==> src/rtl/bpred_pkg.sv <==
// Shared types for the branch-prediction controller: 2-bit counter type,
// counter encodings, saturating update and the in-flight queue entry.
package bpred_pkg;

  localparam int BP_IDX_W = 4;

  typedef logic [1:0] ctr_t;

  localparam ctr_t CTR_SNT = 2'd0;
  localparam ctr_t CTR_WNT = 2'd1;
  localparam ctr_t CTR_WT  = 2'd2;
  localparam ctr_t CTR_ST  = 2'd3;

  typedef struct packed {
    logic [BP_IDX_W-1:0] idx;
    logic                pred;
  } entry_t;

  function automatic ctr_t sat_update(ctr_t ctr, logic taken);
    case (ctr)
      CTR_SNT: return taken ? CTR_WNT : CTR_SNT;
      CTR_WNT: return taken ? CTR_WT  : CTR_SNT;
      CTR_WT:  return taken ? CTR_ST  : CTR_WNT;
      default: return taken ? CTR_ST  : CTR_WT;
    endcase
  endfunction

endpackage

==> src/rtl/bpred_inflight_fifo.sv <==
// In-order queue of outstanding predictions: DEPTH entries, push/pop/clear,
// with full/empty flags and an occupancy count. DEPTH must be a power of two.
module bpred_inflight_fifo #(
  parameter int  DEPTH = 4,
  parameter type T     = logic
) (
  input  logic                         clk,
  input  logic                         rst,
  input  logic                         push_i,
  input  T                             data_i,
  input  logic                         pop_i,
  input  logic                         clear_i,
  output T                             data_o,
  output logic                         full_o,
  output logic                         empty_o,
  output logic [$clog2(DEPTH+1)-1:0]   count_o
);

  localparam int PTR_W = (DEPTH > 1) ? $clog2(DEPTH) : 1;
  localparam int CNT_W = $clog2(DEPTH + 1);

  T                 mem_q [DEPTH];
  logic [PTR_W-1:0] wr_ptr_q, rd_ptr_q;
  logic [CNT_W-1:0] count_q, count_d;

  // NOTE: storage is deliberately not reset; only slots below the count are
  // ever read, so clearing pointers and count is enough to empty the queue.
  always_ff @(posedge clk) begin
    if (push_i) mem_q[wr_ptr_q] <= data_i;
  end

  always_comb begin
    count_d = count_q;
    if (push_i && !pop_i)      count_d = count_q + 1'b1;
    else if (pop_i && !push_i) count_d = count_q - 1'b1;
  end

  // NOTE: sequential state uses non-blocking assignments so every register
  // samples the pre-edge values regardless of statement order.
  always_ff @(posedge clk) begin
    if (rst || clear_i) begin
      wr_ptr_q <= '0;
      rd_ptr_q <= '0;
      count_q  <= '0;
    end else begin
      if (push_i) wr_ptr_q <= wr_ptr_q + 1'b1;
      if (pop_i)  rd_ptr_q <= rd_ptr_q + 1'b1;
      count_q <= count_d;
    end
  end

  assign data_o  = mem_q[rd_ptr_q];
  assign full_o  = (count_q == CNT_W'(DEPTH));
  assign empty_o = (count_q == '0);
  assign count_o = count_q;

endmodule

==> src/rtl/bpred_ctrl.sv <==
// Branch-prediction controller: 2-bit counter table, fetch prediction with
// resolve bypass, in-order resolution. `BPRED_GSHARE_EN adds global-history hashing.
module bpred_ctrl
  import bpred_pkg::*;
#(
  parameter int   PC_W     = 32,
  parameter int   IDX_W    = BP_IDX_W,
  parameter int   DEPTH    = 4,
  parameter ctr_t INIT_CTR = 2'd3
) (
  input  logic                        clk,
  input  logic                        rst,
  input  logic                        req_valid,
  input  logic [PC_W-1:0]             req_pc,
  output logic                        req_ready,
  output logic                        pred_valid,
  output logic                        pred_taken,
  input  logic                        res_valid,
  input  logic                        res_taken,
  input  logic                        flush,
  output logic                        mispredict,
  output logic [$clog2(DEPTH+1)-1:0]  inflight_cnt
);

  localparam int ENTRIES = 1 << IDX_W;

  ctr_t             ctr_q [ENTRIES];
  entry_t           head, push_entry;
  logic             full, empty;
  logic             accept, resolve;
  logic [IDX_W-1:0] req_idx;
  ctr_t             upd_ctr, rd_ctr;
  logic             pred_valid_q, pred_taken_q, mispredict_q;
  logic             unused_pc;

  assign unused_pc = ^{req_pc[PC_W-1:IDX_W+2], req_pc[1:0]};

`ifdef BPRED_GSHARE_EN
  logic [IDX_W-1:0] ghr_q;

  // History advances only on resolution, so it is architectural and flush-proof.
  always_ff @(posedge clk) begin
    if (rst)          ghr_q <= '0;
    else if (resolve) ghr_q <= {ghr_q[IDX_W-2:0], res_taken};
  end

  assign req_idx = req_pc[IDX_W+1:2] ^ ghr_q;
`else
  assign req_idx = req_pc[IDX_W+1:2];
`endif

  assign req_ready = !full;
  assign accept    = req_valid && req_ready && !flush;
  assign resolve   = res_valid && !empty;
  assign upd_ctr   = sat_update(ctr_q[head.idx], res_taken);

  // NOTE: every always_comb output gets a default first so no latch is inferred.
  always_comb begin
    rd_ctr = ctr_q[req_idx];
    if (resolve && (head.idx == req_idx)) rd_ctr = upd_ctr;
  end

  assign push_entry = '{idx: req_idx, pred: rd_ctr[1]};

  // NOTE: the counter table is a small register array, so it can and must be
  // reset to INIT_CTR; a RAM macro could not be cleared this way.
  always_ff @(posedge clk) begin
    if (rst) begin
      for (int i = 0; i < ENTRIES; i++) ctr_q[i] <= INIT_CTR;
    end else if (resolve) begin
      ctr_q[head.idx] <= upd_ctr;
    end
  end

  always_ff @(posedge clk) begin
    if (rst) begin
      pred_valid_q <= 1'b0;
      pred_taken_q <= 1'b0;
      mispredict_q <= 1'b0;
    end else begin
      pred_valid_q <= accept;
      if (accept) pred_taken_q <= rd_ctr[1];
      mispredict_q <= resolve && (head.pred != res_taken);
    end
  end

  bpred_inflight_fifo #(
    .DEPTH (DEPTH),
    .T     (entry_t)
  ) u_fifo (
    .clk     (clk),
    .rst     (rst),
    .push_i  (accept),
    .data_i  (push_entry),
    .pop_i   (resolve),
    .clear_i (flush),
    .data_o  (head),
    .full_o  (full),
    .empty_o (empty),
    .count_o (inflight_cnt)
  );

  assign pred_valid = pred_valid_q;
  assign pred_taken = pred_taken_q;
  assign mispredict = mispredict_q;

endmodule

==> config.mk <==
export PLATFORM = sky130hd
export DESIGN_NAME = bpred_ctrl
export DESIGN_NICKNAME = d
export VERILOG_FILES = /design/src/rtl/bpred_pkg.sv /design/src/rtl/bpred_inflight_fifo.sv /design/src/rtl/bpred_ctrl.sv
export SDC_FILE = /design/constraint.sdc
export NUM_CORES = 1
export LEC_CHECK = 0
export BUFFER_PORTS_ARGS = -buffer_cell sky130_fd_sc_hd__buf_2
export CAP_MARGIN = 5
export CORE_ASPECT_RATIO = 1.5
export CORE_UTILIZATION = 31
export CTS_BUF_LIST = sky130_fd_sc_hd__clkbuf_2 sky130_fd_sc_hd__clkbuf_4 sky130_fd_sc_hd__clkbuf_8
export DETAILED_ROUTE_END_ITERATION = 8
export PLACE_DENSITY = 0.49
export SLEW_MARGIN = 20
export SYNTH_ARGS = -nofsm -noshare
export SYNTH_HDL_FRONTEND = slang
export SYNTH_SLANG_ARGS = --single-unit
==> constraint.sdc <==
create_clock -name clk -period 5.65 [get_ports clk]
set_input_delay 0.2825 -clock clk [delete_from_list [all_inputs] [get_ports clk]]
set_output_delay 0.2825 -clock clk [all_outputs]
set_load 0.03 [all_outputs]
==> impl_metrics.tcl <==
set metrics [dict create \
    cp.depth 7 \
    slew_violations 0 \
    drtAntennaViolNets 0 \
    clock-root-buffer "clkbuf_8" \
    drc_errors 0 \
    fin_skew_ns 0.00593 \
    initial_core_util 0.321 \
    worst-r2r-cell-count 7 \
    ctsResizeCount 0 \
    fill_cells 954 \
    gr-usage-all-layers 0.137 \
    clock_latency_ns 0.34 \
    cts_max_path_buffers 2 \
    cpMaxStageDelayCell "mux4_2" \
    antenna_cells 0 \
    hold_viol 0 \
    synth_fp_nets 296 \
    cp_cell_sequence "mux4_2 > mux2i_1 > o22ai_1 > nor2_1 > maj3_2 > o22a_1 > a21oi_2" \
    drive_gt1_frac 0.239 \
    place.port_buffers 16 \
    post_cts_buffers 0 \
    synth_area_leaders "edfxtp_1 (50%), dfxtp_1 (7.7%), mux4_2 (6.5%)" \
    worst_slack_ns 2.50 \
    rows 44 \
    required_ns 5.71 \
    rsz0062_at_grt "false" \
    cts.sinks 64 \
    yosys.area.top_type "edfxtp_1" \
    synthMostInstantiatedCell "edfxtp_1" \
    critical_path.max_fanout 21 \
    synth-seq-cells 64 \
    io_pins 45 \
    die_area_um2 10500 \
    setup_tns_ns 0 \
    peakVddDrop_mv 0.122 \
    whs_ns 0.218 \
    antenna_found_initial 0 \
    syn_area_per_cell_um2 12.4 \
    endpoint_kind "flip-flop" \
    post-route-period-util 0.558 \
    globalRoute.totalOverflow 0 \
    crit_path_start_kind "flip-flop" \
    routedWlPerCell_um 16.6 \
    die_y_um 125 \
    core_um2 9740 \
    tritoncts "yes" \
    ctsHoldBuffers 0 \
    gp_congestion 0.721 \
    area_growth_pct 11.3 \
    status "finished clean" \
    drv_cap 0 \
    leakagePower_nw 1.12 \
    power_mw 0.992 \
    path_clk_slew_ns 0.06 \
    grt_max_degree 22 \
    cp.buffers_inverters 0 \
    seq_area_frac_synth 0.576 \
    worst_pin_slew_ns 0.722 \
    slew_headroom 0.516 \
    hold_depth 3 \
    crit_family "multiplexers" \
    synthArstFlopShare 0 \
    routed-via-count 1941 \
    max_freq_ghz 0.317 \
    cts_buffers 9 \
    synth_cells 252 \
    final_util 0.357 \
    grt_pass1_vias 1990 \
    crit_type "reg -> reg" \
    setup_violations 0 \
    worstPathArrival_ns 3.21 \
    yosysWarnings 0 \
    dp_slack_ns 2.35 \
    synth_common_cells "edfxtp_1 (52), nand2_1 (39), nor2_1 (29)" \
    dr.pass1.iters 4 \
    nets 315 \
    dp_hpwl_mm 4.69 \
    ys_types 34 \
    drtIter0Drc 102 \
    synth.top_cell.area_share 0.499 \
    max_stage_delay_ns 0.86 \
    synth_edf_count 52 \
    synthFlopType "edfxtp_1" \
    netlist_area_um2 3130 \
    seq_area_um2 1800 \
    p_per_area_nw_per_um2 285 \
    drt-vias-per-instance 4.96 \
    h-tree-depth 3 \
    period_needed_ns 3.15 \
    grt_pass1_wl_mm 10.6 \
    die-width_um 84.0 \
    multi_input_area_um2 1250 \
    hp-class "in -> reg" \
    totalWireLength_mm 6.49 \
]
tightest hold or removal path: cells and delay by family:
family	cells	cell delay, ns
compound gates	1	0.05
buf+inv	1	0.10
simple gates	1	0.07
layout make-up:
| class | count | area share |
|---|---|---|
| Multi-Input combinational cell | 174 | 0.358 |
| Clock buffer | 13 | 0.0478 |
| Sequential cell | 64 | 0.517 |
| Tap cell | 115 | 0.0413 |
| Timing Repair Buffer | 17 | 0.0252 |
| Inverter | 5 | 0.00539 |
| Clock inverter | 3 | 0.00467 |
state kept, by name (all words and copies together), names as in the netlist, named ones only:
signal	flops
ctr_q	32
u_fifo.mem_q	20
u_fifo.count_o	3
u_fifo.rd_ptr_q	2
u_fifo.wr_ptr_q	2
mispredict	1
pred_taken	1
pred_valid	1
placed cells by master (no fill, tap or decap), types with 5 or more instances in the layout:
cell and count:
buf_2 16, clkbuf_8 11, dfxtp_1 12, edfxtp_1 52
ha_1 5, inv_1 5, mux2i_1 18, mux4_2 9
nand2_1 39, nor2_1 29, o22ai_1 5, or2_2 18
xnor2_1 6
final timing paths:
path | from | endpoint | slack [ns]
worst max-delay path | flip-flop | u_fifo.mem_q[0][0]$_DFFE_PP_ | 2.50
worst min-delay path | req_valid | u_fifo.wr_ptr_q[1]$_SDFFE_PP0P_ | 0.22
worst max register to register | flip-flop | u_fifo.mem_q[0][0]$_DFFE_PP_ | 2.50
worst min register to register | u_fifo.rd_ptr_q[1]$_SDFFE_PP0P_ | u_fifo.rd_ptr_q[1]$_SDFFE_PP0P_ | 0.50
routing by layer:
metal  GRT usage  wire length [um]  vias up
met1       0.153              2740      965
li1            -                 -      937
met4      0.0680               142        0
met5           0                 0        -
met2       0.243              3440       30
met3      0.0317               172        9
per-stage QoR:
| step | instances | area (um2) |
|---|---|---|
| after floorplan | 252 | 3130 |
| after global placement | 375 | 3290 |
| after detailed placement | 375 | 3290 |
| after CTS | 391 | 3480 |
| after global routing | 391 | 3480 |
| final | 391 | 3480 |
power breakdown:
group / switching, mW / leakage (nW) / total (mW) / internal [mW]
logic: 0.0710 / 0.525 / 0.112 / 0.0410
registers: 0.00490 / 0.494 / 0.520 / 0.515
clock network: 0.168 / 0.101 / 0.360 / 0.192
cell families (layout without fill, tap and decap cells):
family / count (synthesis) / in the layout / synth area share
xor gates and xnor gates: 9 / 9 / 0.0252
AOI/OAI and AO/OA: 21 / 21 / 0.0476
and+or+nand+nor: 108 / 108 / 0.160
DFF: 64 / 64 / 0.576
muxes: 28 / 28 / 0.131
adders and majority gates: 8 / 8 / 0.0336
buffers and inverters: 14 / 38 / 0.0268
Power figures use the tool's default switching activity.
